## src/rtl/seq_gen_ab.sv

```systemverilog
// Serial pattern transmitter for the 01110 detector: sends a parallel word MSB-first,
// two bits per clock on {A,B}, and keeps a reference count of overlapping 01110 hits.
module seq_gen_ab #(
    parameter int SEQUENCE_WIDTH = 24,
    parameter int CNT_WIDTH      = 8
) (
    input  logic                      clk,
    input  logic                      clr,
    input  logic                      in_valid,
    output logic                      in_ready,
    input  logic [SEQUENCE_WIDTH-1:0] in_data,
    output logic                      A,
    output logic                      B,
    output logic                      out_valid,
    output logic                      done,
    output logic [CNT_WIDTH-1:0]      hit_cnt
);

    localparam int PAIRS = SEQUENCE_WIDTH / 2;
    localparam int PW    = $clog2(PAIRS + 1);

    typedef enum logic {
        IDLE,
        SEND
    } state_t;

    state_t                      state, state_next;
    logic [SEQUENCE_WIDTH-1:0]   sr, sr_next;
    logic [PW-1:0]               pair_cnt, pair_cnt_next;
    logic [3:0]                  hist, hist_next;
    logic                        a_next, b_next, ov_next, done_next;
    logic [CNT_WIDTH-1:0]        hit_next;
    logic                        hit_w1, hit_w2;
    logic [1:0]                  hits;
    logic                        handshake;

    assign in_ready  = (state == IDLE) & clr;
    assign handshake = in_valid & in_ready;

    // Both windows end inside the pair currently on {A,B}; the earlier one ends at A.
    always_comb begin
        hit_w1 = ({hist, A} == 5'b01110);
        hit_w2 = ({hist[2:0], A, B} == 5'b01110);
        hits   = {1'b0, hit_w1} + {1'b0, hit_w2};
    end

    always_comb begin
        state_next    = state;
        sr_next       = sr;
        pair_cnt_next = pair_cnt;
        hist_next     = hist;
        a_next        = 1'b0;
        b_next        = 1'b0;
        ov_next       = 1'b0;
        done_next     = 1'b0;
        hit_next      = hit_cnt;
        case (state)
            IDLE: begin
                // The first pair is taken straight from in_data so it shows in the next cycle.
                if (handshake) begin
                    state_next    = SEND;
                    a_next        = in_data[SEQUENCE_WIDTH-1];
                    b_next        = in_data[SEQUENCE_WIDTH-2];
                    ov_next       = 1'b1;
                    sr_next       = in_data << 2;
                    pair_cnt_next = PW'(PAIRS);
                    hist_next     = 4'b0000;
                    hit_next      = '0;
                end
            end
            SEND: begin
                hit_next  = hit_cnt + CNT_WIDTH'(hits);
                hist_next = {hist[1:0], A, B};
                if (pair_cnt == PW'(1)) begin
                    state_next = IDLE;
                    done_next  = 1'b1;
                end else begin
                    a_next        = sr[SEQUENCE_WIDTH-1];
                    b_next        = sr[SEQUENCE_WIDTH-2];
                    ov_next       = 1'b1;
                    sr_next       = sr << 2;
                    pair_cnt_next = pair_cnt - PW'(1);
                end
            end
            default: state_next = IDLE;
        endcase
    end

    always_ff @(posedge clk) begin
        if (!clr) begin
            state     <= IDLE;
            sr        <= '0;
            pair_cnt  <= '0;
            hist      <= 4'b0000;
            A         <= 1'b0;
            B         <= 1'b0;
            out_valid <= 1'b0;
            done      <= 1'b0;
            hit_cnt   <= '0;
        end else begin
            state     <= state_next;
            sr        <= sr_next;
            pair_cnt  <= pair_cnt_next;
            hist      <= hist_next;
            A         <= a_next;
            B         <= b_next;
            out_valid <= ov_next;
            done      <= done_next;
            hit_cnt   <= hit_next;
        end
    end

endmodule

```

## config.mk

```make
export PLATFORM = sky130hd
export DESIGN_NAME = seq_gen_ab
export DESIGN_NICKNAME = d
export VERILOG_FILES = /design/src/rtl/seq_gen_ab.sv
export SDC_FILE = /design/constraint.sdc
export NUM_CORES = 1
export LEC_CHECK = 0
export BUFFER_PORTS_ARGS = -buffer_cell sky130_fd_sc_hd__buf_2
export CORE_ASPECT_RATIO = 0.6
export CORE_MARGIN = 2
export CORE_UTILIZATION = 40
export DETAILED_ROUTE_END_ITERATION = 12
export PLACE_DENSITY = 0.6
export SYNTH_ARGS = -nofsm -noshare
export SYNTH_HDL_FRONTEND = slang
export SYNTH_SLANG_ARGS = --single-unit
```

## constraint.sdc

```tcl
create_clock -name clk -period 2.1 [get_ports clk]
set_input_delay 0.21 -clock clk [delete_from_list [all_inputs] [get_ports clk]]
set_output_delay 0.21 -clock clk [all_outputs]
set_load 0.02 [all_outputs]
```

Yosys cells after proc, flatten, opt, wreduce, memory -nomap -nowiden
Cells that the tools add are included.

Equality and inequality tests: 5. Add/sub/neg operators: 3. Bitwise operators: 3. Reduce and logical (&&, ||, !) cells: 2. Mux-type cells: 20.

Operator list (count): 24-bit 2-to-1 mux (2); 24-bit one-hot mux with 2 select lines (1); 4-bit one-hot mux with 2 select lines (2); 8-bit one-hot mux with 2 select lines (1); 4-bit 2-to-1 mux (3); 5-bit by 4-bit == test with 1-bit output, second input constant (2); 8-bit by 2-bit adder with 8-bit output (1); 8-bit 2-to-1 mux (1); 1-bit 2-to-1 mux (7); 1-bit one-hot mux with 2 select lines (3); 4-bit by 1-bit == test with 1-bit output, second input constant (1); 2-bit != test, second input constant (2); 2-bit AND reduction (2); 4-bit by 1-bit subtractor with 4-bit output, second input constant (1); 1-bit by 1-bit adder with 2-bit output (1); 1-bit AND (2); 1-bit NOT (1).

Bits in registers: 44. Output and inout port bits: 13. Input port bits: 27. Word-level logic and storage cells: 41.

Longest topological paths before layout
Gate-level depths: netlist (run 1).

Depth after elaboration: 5. Gate-level depth with buffers: 8. Depth with buffers taken out: 8.

Worst setup path before layout (run 1)
Ideal clock, no wire load.

Path type: register to register. Start point: reg A. End point: reg hit_cnt[4]. Setup time: 0.074 ns. Cell stages (with the launch flop): 9. Buffers on the path: 0. Arrival: 1.916 ns. Required time: 2.026 ns. Period minus slack after synthesis: 1.990 ns. Slack: 0.110 ns. Cell sequence: dfxtp_1 > nor2_1 > nand4_1 > fa_1 > inv_1 > ha_1 > nand3_1 > or3b_2 > a31oi_1.

Cells in the longest elaborated chain, start to end: 4. Elaborated cells on any way between the ends: 5. Those cells by class: 2 x add/sub; 2 x eq/ne; 1 x mux.

RTL lines: start, declared (line 12) `output logic A,`; start signal, assigned (line 105) `A <= a_next;`; 5-bit by 4-bit == test with 1-bit output, on equally long branches (line 42, 43); 1-bit by 1-bit adder with 2-bit output (*) (line 44) `hits = {1'b0, hit_w1} + {1'b0, hit_w2};`; 8-bit by 2-bit adder with 8-bit output (*) (line 72) `hit_next = hit_cnt + CNT_WIDTH'(hits);`; 8-bit one-hot mux with 2 select lines (*) (line 57) `case (state)`; end signal, assigned (line 109) `hit_cnt <= hit_next;`; end, declared (line 16) `output logic [CNT_WIDTH-1:0] hit_cnt`.

Mark *: on every way between the ends. The rest lies on a longest branch, timed or not. A chain may end at the register's enable or synchronous reset.

Final worst setup path (run 1)
Ends and elaborated chain as after synthesis.

==> run_results.csv, run 1 <==
group,metric,value,unit
synth,synth.most_common_cell,"nand2_1",
cts,cts_tree,"done",
route,vias_per_cell,5.00,
setup_path,start_kind,"flip-flop",
timing,fmax,0.507,GHz
floorplanning,die_area,5800,sq um
run,drv_cap,0,
synth,synth_largest_area_cell,"dfxtp_1",
placement,port_buffers,39,
floorplanning,pin_count,40,
power,power_leakage,1.04,nW
global_route,grt_pass1_vias,1500,
floorplanning,die_y,59.8,microns
timing,maxSlewHeadroom,0.586,
final_layout,multi_input_area,1120,sq um
cts,clk_latency,0.30,ns
cts,clock-sinks,42,
timing,finClkSkew,0.0114,ns
route,post-route-drc-count,0,
synth,synth_seq_cells,42,
cts,h-tree-depth,2,
route,drt_wl_total,4210,microns
placement,dp_hpwl,2870,microns
setup_path,ff2ff_setup_slack,0.13,ns
power,power_density,729,nW/um^2
hold_path,min_from,"in_data[1]",
floorplanning,die_width,97,microns
final_layout,regArea,842,sq um
setup_path,arrival,2.20,ns
final_layout,area_growth,16.3,%
timing,finalMaxSlewViolations,0,
synth,synth_cells,228,
floorplanning,start_util,0.413,
outcome,run_status,"completed",
power,ir_drop,0.238,mV
global_route,grt_usage,0.153,
hold_path,hp-class,"in -> reg",
synth,synth_top_area_share,0.405,
cts,cts_setup_buffers,0,
floorplanning,rows,20,
setup_path,r2r_start,"A",
synth,avgSynthCellArea,9.10,sq um
timing,fin_hold_ws,0.128,ns
synth,synth_seq_area_share,0.405,
cts,cts_buffer_depth,2,
cts,root_buffer,"clkbuf_8",
timing,hold_viol,0,
synth,synth_edf_count,0,
route,vias,1634,
route,drt_iter0_markers,83,
power,total_power,1.76,mW
synth,yosys.cell_types.count,38,
timing,min_period_over_period,0.939,
cts,clk_pin_slew,0.09,ns
timing,tightestPinTransition,0.621,ns
setup_path,ff2ff_path_depth,8,
cts,holdBufCountCts,0,
cts,cts_buffers,5,
timing,grt_setup_unrepaired,"false",
setup_path,end_kind,"flip-flop",
final_layout,layout-drive-gt1-share,0.295,
synth,async_flop_share,0,
floorplanning,core,5030,sq um
setup_path,startpoint,"A",
global_route,grt_pass1_wl,7140,microns
synth,synthesis.nets,259,
synth,synthTopCellsByCount,"nand2_1, dfxtp_1, mux2i_1",
global_route,overflow,0,
timing,tns,0,ns
final_layout,num-fill-cells,491,
setup_path,crit_end,"hit_cnt[4]",
global_route,antenna_found_initial,0,
setup_path,critPathMaxFanout,4,
placement,place.gp.congestion,0.786,
timing,period_needed,1.97,ns
global_route,grt_max_degree,34,
synth,synth_flop_cell,"dfxtp_1",
setup_path,path_class,"reg -> reg",
synth,synth_top_cells_by_area,"dfxtp_1, mux2_2, mux2i_1",
final_layout,nNetsFinal,291,
route,drt_first_pass_iters,5,
route,wl_per_cell,12.9,microns
final_layout,insertedDiodeCount,0,
timing,setup_viol,0,
setup_path,r2r-end,"hit_cnt[4]",
synth,synth_area,2080,sq um
synth,yosysWarnings,0,
route,postRouteAntennaNets,0,
setup_path,worstPathRequired,2.33,ns
sequential cells by signal (all words and copies together), names as in the netlist:
name,count
state,1
B,1
hit_cnt,8
sr,22
A,1
done,1
hist,4
pair_cnt,4
critical path: stages (launching register included):
cell and delay [ns]:
dfxtp_1 0.34, nor2_1 0.09, nand4_1 0.12, fa_2 0.39, inv_1 0.07, ha_2 0.20, nand3_1 0.10, or3b_2 0.48
a31oi_1 0.13
power breakdown:
part | total [mW] | internal [mW] | switching (mW) | leakage (nW)
Combinational | 0.251 | 0.125 | 0.126 | 0.640
Sequential | 0.875 | 0.842 | 0.0323 | 0.343
Clock | 0.634 | 0.350 | 0.284 | 0.0579
how the worst min path moves through the flow:
stage	cells past startpoint	to	slack [ns]
3_3_place_gp	2	sr[2]	0.43
6_report	2	sr[3]	0.13
2_1_floorplan	1	sr[2]	0.34
3_5_place_dp	2	sr[3]	0.43
5_1_grt	2	sr[3]	0.12
4_1_cts	2	sr[3]	0.12
area by class of cell:
type,instances,area share
Multi-Input combinational cell,161,0.462
Sequential cell,42,0.349
Timing Repair Buffer,43,0.0985
Tap cell,66,0.0342
Clock buffer,5,0.0285
Clock inverter,3,0.0166
Inverter,7,0.0109
per-layer routing:
layer | vias to the layer above | wire length, microns | part of all wire | GRT usage
li1 | 859 | - | - | -
met1 | 740 | 2260 | 0.54 | 0.215
met2 | 30 | 1710 | 0.41 | 0.226
met3 | 5 | 207 | 0.049 | 0.0480
met4 | 0 | 38 | 0.0090 | 0.0483
met5 | - | 0 | 0 | 0
cell usage in the layout (no fill, tap or decap), types with 2 or more instances in the layout:
master / instances
buf_2: 39
inv_1: 7
a21oi_1: 10
clkbuf_8: 5
nand4_1: 3
nor3b_1: 5
clkinv_2: 2
nand3b_1: 2
a41o_1: 2
mux2_2: 20
o211ai_1: 2
a32o_1: 2
nand3_1: 4
or3_1: 3
a32oi_1: 2
a2111oi_0: 2
buf_4: 3
nand2_1: 48
mux2i_1: 21
a31oi_1: 3
dfxtp_1: 41
nor2_1: 13
nor2b_1: 2
ha_1: 2
per-stage QoR:
step                      area [sq um]   util  worst slack (ns)  cells
after floorplan                   2080      -             0.110    228
after global placement            2300  0.457            0.0972    319
after detailed placement          2300  0.457            0.0849    319
after CTS                         2410  0.479            0.0457    327
after global routing              2410  0.480           0.00307    327
final                             2410  0.480             0.128    327
repair_timing:
action                                  in CTS  in global routing
gates resized for setup                      0                  2
endpoints found under the setup margin       0                  2
endpoints found under the hold margin        0                  0
cell families after synthesis:
kind of cell | share of synthesized area
AOI/OAI and AO/OA | 0.0952
and+or+nand+nor | 0.203
buffers and inverters | 0.0597
adders and majority gates | 0.0277
DFF | 0.405
muxes | 0.210
Power figures use the tool's default switching activity.
==> run 2, diff against run 1 <==
--- a/config.mk
+++ b/config.mk
@@ -6,6 +6,7 @@
 export NUM_CORES = 1
 export LEC_CHECK = 0
 export BUFFER_PORTS_ARGS = -buffer_cell sky130_fd_sc_hd__buf_2
+export CAP_MARGIN = 20
 export CORE_ASPECT_RATIO = 0.6
 export CORE_MARGIN = 2
 export CORE_UTILIZATION = 40
==> constraint.sdc (replaced) <==
create_clock -name clk -period 2.1 [get_ports clk]
set_input_delay 0.21 -clock clk [delete_from_list [all_inputs] [get_ports clk]]
set_output_delay 0.21 -clock clk [all_outputs]
set_load 0.05 [all_outputs]
==> run_results.csv, run 2 (synthesis results as in run 1) <==
group,metric,value,unit
route,wl_per_cell,12.3,microns
global_route,antenna_found_initial,0,
placement,place_inst,321,
route,vias_per_cell,4.89,
route,drt_first_pass_iters,5,
setup_path,arrival,2.17,ns
timing,finClkSkew,0.00500,ns
final_layout,reg_top3,"sr (22), hit_cnt (8)",
timing,grt_setup_unrepaired,"false",
final_layout,most-common-layout-cells,"nand2_1, buf_2, dfxtp_1",
placement,port_buffers,39,
route,drt_wl_total,4050,microns
power,total_power,1.63,mW
floorplanning,core,5030,sq um
cts,holdBufCountCts,0,
global_route,grt_pass1_wl,6880,microns
run,drv_cap,0,
setup_path,r2r-end,"hit_cnt[4]",
cts,clock-sinks,42,
cts,cts_resized,0,
final_layout,fin_cells,328,
setup_path,crit_buf_inv,1,
cts,clk_pin_slew,0.08,ns
final_layout,largest_register_ffs,22,
cts,cts_buffers,5,
route,drt_iter0_markers,51,
setup_path,ff2ff_path_depth,8,
power,power_leakage,1.03,nW
final_layout,layout-drive-gt1-share,0.305,
setup_path,critPathMaxStageDelay,0.47,ns
setup_path,path_cells,"nor2_1 > nand4_1 > fa_2 > inv_2 > ha_4 > nand3_1 > or3b_2 > a31oi_1",
outcome,run_status,"completed",
global_route,grt_usage,0.148,
global_route,grt_pass1_vias,1504,
global_route,overflow,0,
placement,place.gp.congestion,0.724,
setup_path,path_class,"reg -> reg",
timing,maxSlewHeadroom,0.683,
final_layout,num-fill-cells,482,
final_layout,multi_input_area,1130,sq um
floorplanning,die_area,5800,sq um
timing,tightestPinTransition,0.476,ns
setup_path,r2r_start,"hist[2]",
setup_path,slowest_stage,"or3b_2",
cts,root_buffer,"clkbuf_8",
final_layout,regArea,846,sq um
setup_path,start_kind,"flip-flop",
timing,setup_viol,0,
cts,cts_tree,"done",
setup_path,path_depth,8,
timing,hold_viol,0,
power,ir_drop,0.328,mV
timing,tns,0,ns
final_layout,insertedDiodeCount,0,
route,post-route-drc-count,0,
cts,cts_buffer_depth,2,
cts,clk_latency,0.28,ns
hold_path,hp-class,"in -> reg",
floorplanning,start_util,0.413,
cts,h-tree-depth,2,
setup_path,worstPathRequired,2.32,ns
setup_path,ff2ff_setup_slack,0.14,ns
timing,fmax,0.511,GHz
setup_path,crit_end,"hit_cnt[4]",
final_layout,nNetsFinal,293,
route,postRouteAntennaNets,0,
timing,min_period_over_period,0.931,
route,vias,1604,
placement,dp_hpwl,2790,microns
final_layout,final_common_cell,"nand2_1",
final_layout,area_growth,16.1,%
floorplanning,rows,20,
setup_path,startpoint,"hist[2]",
power,power_density,674,nW/um^2
final_layout,largest-register,"sr",
timing,finalMaxSlewViolations,0,
floorplanning,pin_count,40,
setup_path,critPathMaxFanout,4,
setup_path,end_kind,"flip-flop",
global_route,grt_max_degree,45,
floorplanning,die_width,97,microns
timing,period_needed,1.96,ns
floorplanning,die_y,59.8,microns
cts,cts_setup_buffers,0,
setup_path,crit_family,"simple AND/OR/NAND/NOR gates",
-- run 2: cell count changes in the layout (fill, tap and decap cells not counted) --
cell | previous run | this run
buf_4 | 3 | 5
inv_2 | 0 | 1
ha_4 | 0 | 1
dfxtp_1 | 41 | 38
dfxtp_2 | 1 | 4
bufinv_16 | 1 | 0
ha_2 | 1 | 0
inv_1 | 7 | 6
clkbuf_1 | 0 | 2
clkinv_2 | 2 | 0
-- run 2: where the power goes --
group	switching [mW]	total [mW]	internal, mW
Clock	0.257	0.487	0.229
Sequential	0.0321	0.875	0.843
Combinational	0.136	0.264	0.128
-- run 2: worst min path at each step --
stage	startpoint	to	slack, ns	cells past startpoint
finish	in_data[1]	sr[3]	0.14	2
global route	in_data[1]	sr[3]	0.14	2
CTS	in_data[1]	sr[3]	0.13	2
detailed placement	in_data[1]	sr[3]	0.43	2
global placement	in_data[1]	sr[3]	0.43	2
floorplan	in_data[0]	sr[2]	0.34	1
-- run 2: worst reg2reg max path: cells and delay by family, from the launching register on --
family,cells,cell delay (ns)
compound gates,1,0.16
fa+ha+maj,2,0.54
buf+inv,1,0.08
flops,1,0.32
simple gates,4,0.80
-- run 2: layout make-up --
type                       instances  area share
clock buffer                       7      0.0317
inverter                           7      0.0109
multi-input combinational        161       0.467
sequential                        42       0.351
tap                               66      0.0343
timing repair buffer              45       0.105
-- run 2: through the flow --
step	hold slack [ns]	area (sq um)	worst slack (ns)	utilization
after global placement	0.428	2320	0.103	0.461
after floorplan	0.336	2080	0.0633	-
after CTS	0.129	2390	0.0523	0.476
after global routing	0.137	2410	0.0246	0.479
final	0.138	2410	0.144	0.479
after detailed placement	0.431	2320	0.0859	0.461
-- run 2: layer usage --
layer  vias up  wire length [microns]  global-route usage
met1       713                   2230               0.203
met5         -                      0                   0
met3         2                    192              0.0491
met2        26                   1600               0.226
met4         0                     19              0.0382
li1        863                      -                   -
==> run 3, diff against run 2 <==
==> config.mk (replaced) <==
export PLATFORM = sky130hd
export DESIGN_NAME = seq_gen_ab
export DESIGN_NICKNAME = d
export VERILOG_FILES = /design/src/rtl/seq_gen_ab.sv
export SDC_FILE = /design/constraint.sdc
export NUM_CORES = 1
export LEC_CHECK = 0
export CAP_MARGIN = 20
export CORE_ASPECT_RATIO = 0.6
export CORE_MARGIN = 2
export CORE_UTILIZATION = 40
export DETAILED_ROUTE_END_ITERATION = 12
export DONT_BUFFER_PORTS = 1
export PLACE_DENSITY = 0.53
export SYNTH_ARGS = -nofsm -noshare
export SYNTH_HDL_FRONTEND = slang
export SYNTH_SLANG_ARGS = --single-unit
==> run_results.csv, run 3 (synthesis results as in run 1) <==
group,metric,value,unit
placement,place_inst,288,
route,drt_iter0_markers,60,
setup_path,end_kind,"flip-flop",
final_layout,regArea,846,sq um
cts,cts_resized,0,
route,post-route-drc-count,0,
final_layout,largest_register_ffs,22,
floorplanning,rows,20,
global_route,overflow,0,
setup_path,worstPathRequired,2.32,ns
final_layout,multi_input_area,1130,sq um
power,power_leakage,0.909,nW
timing,tightestPinTransition,0.651,ns
final_layout,area_growth,11.0,%
timing,fmax,0.525,GHz
global_route,antenna_found_initial,0,
setup_path,ff2ff_setup_slack,0.20,ns
hold_path,min_from,"in_data[0]",
power,total_power,1.74,mW
final_layout,nNetsFinal,260,
setup_path,critPathMaxFanout,6,
final_layout,layout-drive-gt1-share,0.209,
timing,hold_viol,0,
floorplanning,die_area,5800,sq um
floorplanning,die_width,97,microns
timing,period_needed,1.90,ns
route,postRouteAntennaNets,0,
route,drt_wl_total,4380,microns
floorplanning,start_util,0.413,
floorplanning,core,5030,sq um
run,drv_cap,0,
cts,clk_latency,0.29,ns
cts,root_buffer,"clkbuf_8",
final_layout,insertedDiodeCount,0,
cts,cts_buffer_depth,2,
floorplanning,pin_count,40,
cts,clk_pin_slew,0.08,ns
global_route,grt_max_degree,50,
setup_path,arrival,2.13,ns
power,power_density,753,nW/um^2
hold_path,hp-class,"in -> reg",
timing,min_period_over_period,0.907,
timing,setup_viol,0,
final_layout,final_common_cell,"nand2_1",
timing,maxSlewHeadroom,0.566,
timing,finClkSkew,0.00802,ns
final_layout,largest-register,"sr",
route,wl_per_cell,14.8,microns
final_layout,fin_cells,296,
timing,finalMaxSlewViolations,0,
placement,dp_hpwl,2950,microns
cts,cts_tree,"done",
floorplanning,die_y,59.8,microns
cts,holdBufCountCts,0,
placement,port_buffers,0,
setup_path,start_kind,"flip-flop",
final_layout,most-common-layout-cells,"nand2_1, dfxtp_1, mux2i_1",
final_layout,num-fill-cells,501,
power,ir_drop,0.284,mV
route,vias_per_cell,5.22,
setup_path,r2r_start,"B",
setup_path,r2r-end,"hit_cnt[5]",
timing,tns,0,ns
cts,cts_setup_buffers,0,
setup_path,ff2ff_path_depth,6,
final_layout,reg_top3,"sr (22), hit_cnt (8)",
setup_path,path_class,"reg -> reg",
hold_path,holdPathStages,1,
global_route,grt_usage,0.160,
timing,grt_setup_unrepaired,"false",
global_route,grt_pass1_vias,1506,
cts,clock-sinks,42,
route,drt_first_pass_iters,4,
route,vias,1545,
global_route,grt_pass1_wl,7290,microns
placement,place.gp.congestion,0.731,
cts,cts_buffers,5,
hold_path,hold_path_end,"sr[2]",
cts,h-tree-depth,2,
outcome,run_status,"completed",
run 3: cell count changes in the layout (fill, tap and decap cells not counted):
cell       before  now
buf_12          1    2
buf_2          39    0
buf_4           5   10
bufinv_16       0    1
or3b_2          1    0
or3b_4          0    1
run 3: how the worst max path moves through the flow:
stage / end / cells past startpoint / startpoint
final: hit_cnt[5] / 6 / B
after global routing: hit_cnt[5] / 6 / B
after CTS: hit_cnt[4] / 8 / A
after detailed placement: hit_cnt[4] / 8 / A
after global placement: hit_cnt[4] / 8 / A
after floorplan: hit_cnt[4] / 8 / A
run 3: final cells by class:
class | count | share of cell area
Clock inverter | 1 | 0.0130
Tap cell | 66 | 0.0358
Clock buffer | 7 | 0.0331
Multi-Input combinational cell | 161 | 0.490
Timing Repair Buffer | 12 | 0.0499
Sequential cell | 42 | 0.367
Inverter | 7 | 0.0114
run 3: layer usage:
metal / up-vias / track usage / wire [microns]
li1: 792 / - / -
met1: 722 / 0.217 / 2340
met2: 29 / 0.238 / 1790
met3: 2 / 0.0585 / 230
met4: 0 / 0.0503 / 19
met5: - / 0 / 0
run 3: through the flow:
step                      area [sq um]  hold WS, ns   util  setup slack (ns)
after floorplan                   2080        0.336      -            0.0633
after CTS                         2290       0.0369  0.455            0.0265
after global placement            2180        0.337  0.434            0.0890
after global routing              2300       0.0230  0.458            0.0238
final                             2300       0.0441  0.458             0.196
after detailed placement          2180        0.343  0.434            0.0597
run 3: worst max-delay path, stage by stage (launching register included):
cell,delay [ns]
dfxtp_2,0.32
nor2_1,0.09
nand4_1,0.15
fa_2,0.40
nand4b_1,0.32
or3_1,0.42
a21oi_1,0.14
run 3: power by group:
| group | leakage (nW) | total, mW | internal, mW | switching [mW] |
|---|---|---|---|---|
| Combinational | 0.513 | 0.229 | 0.112 | 0.118 |
| Clock | 0.0524 | 0.631 | 0.356 | 0.275 |
| Sequential | 0.345 | 0.875 | 0.843 | 0.0326 |
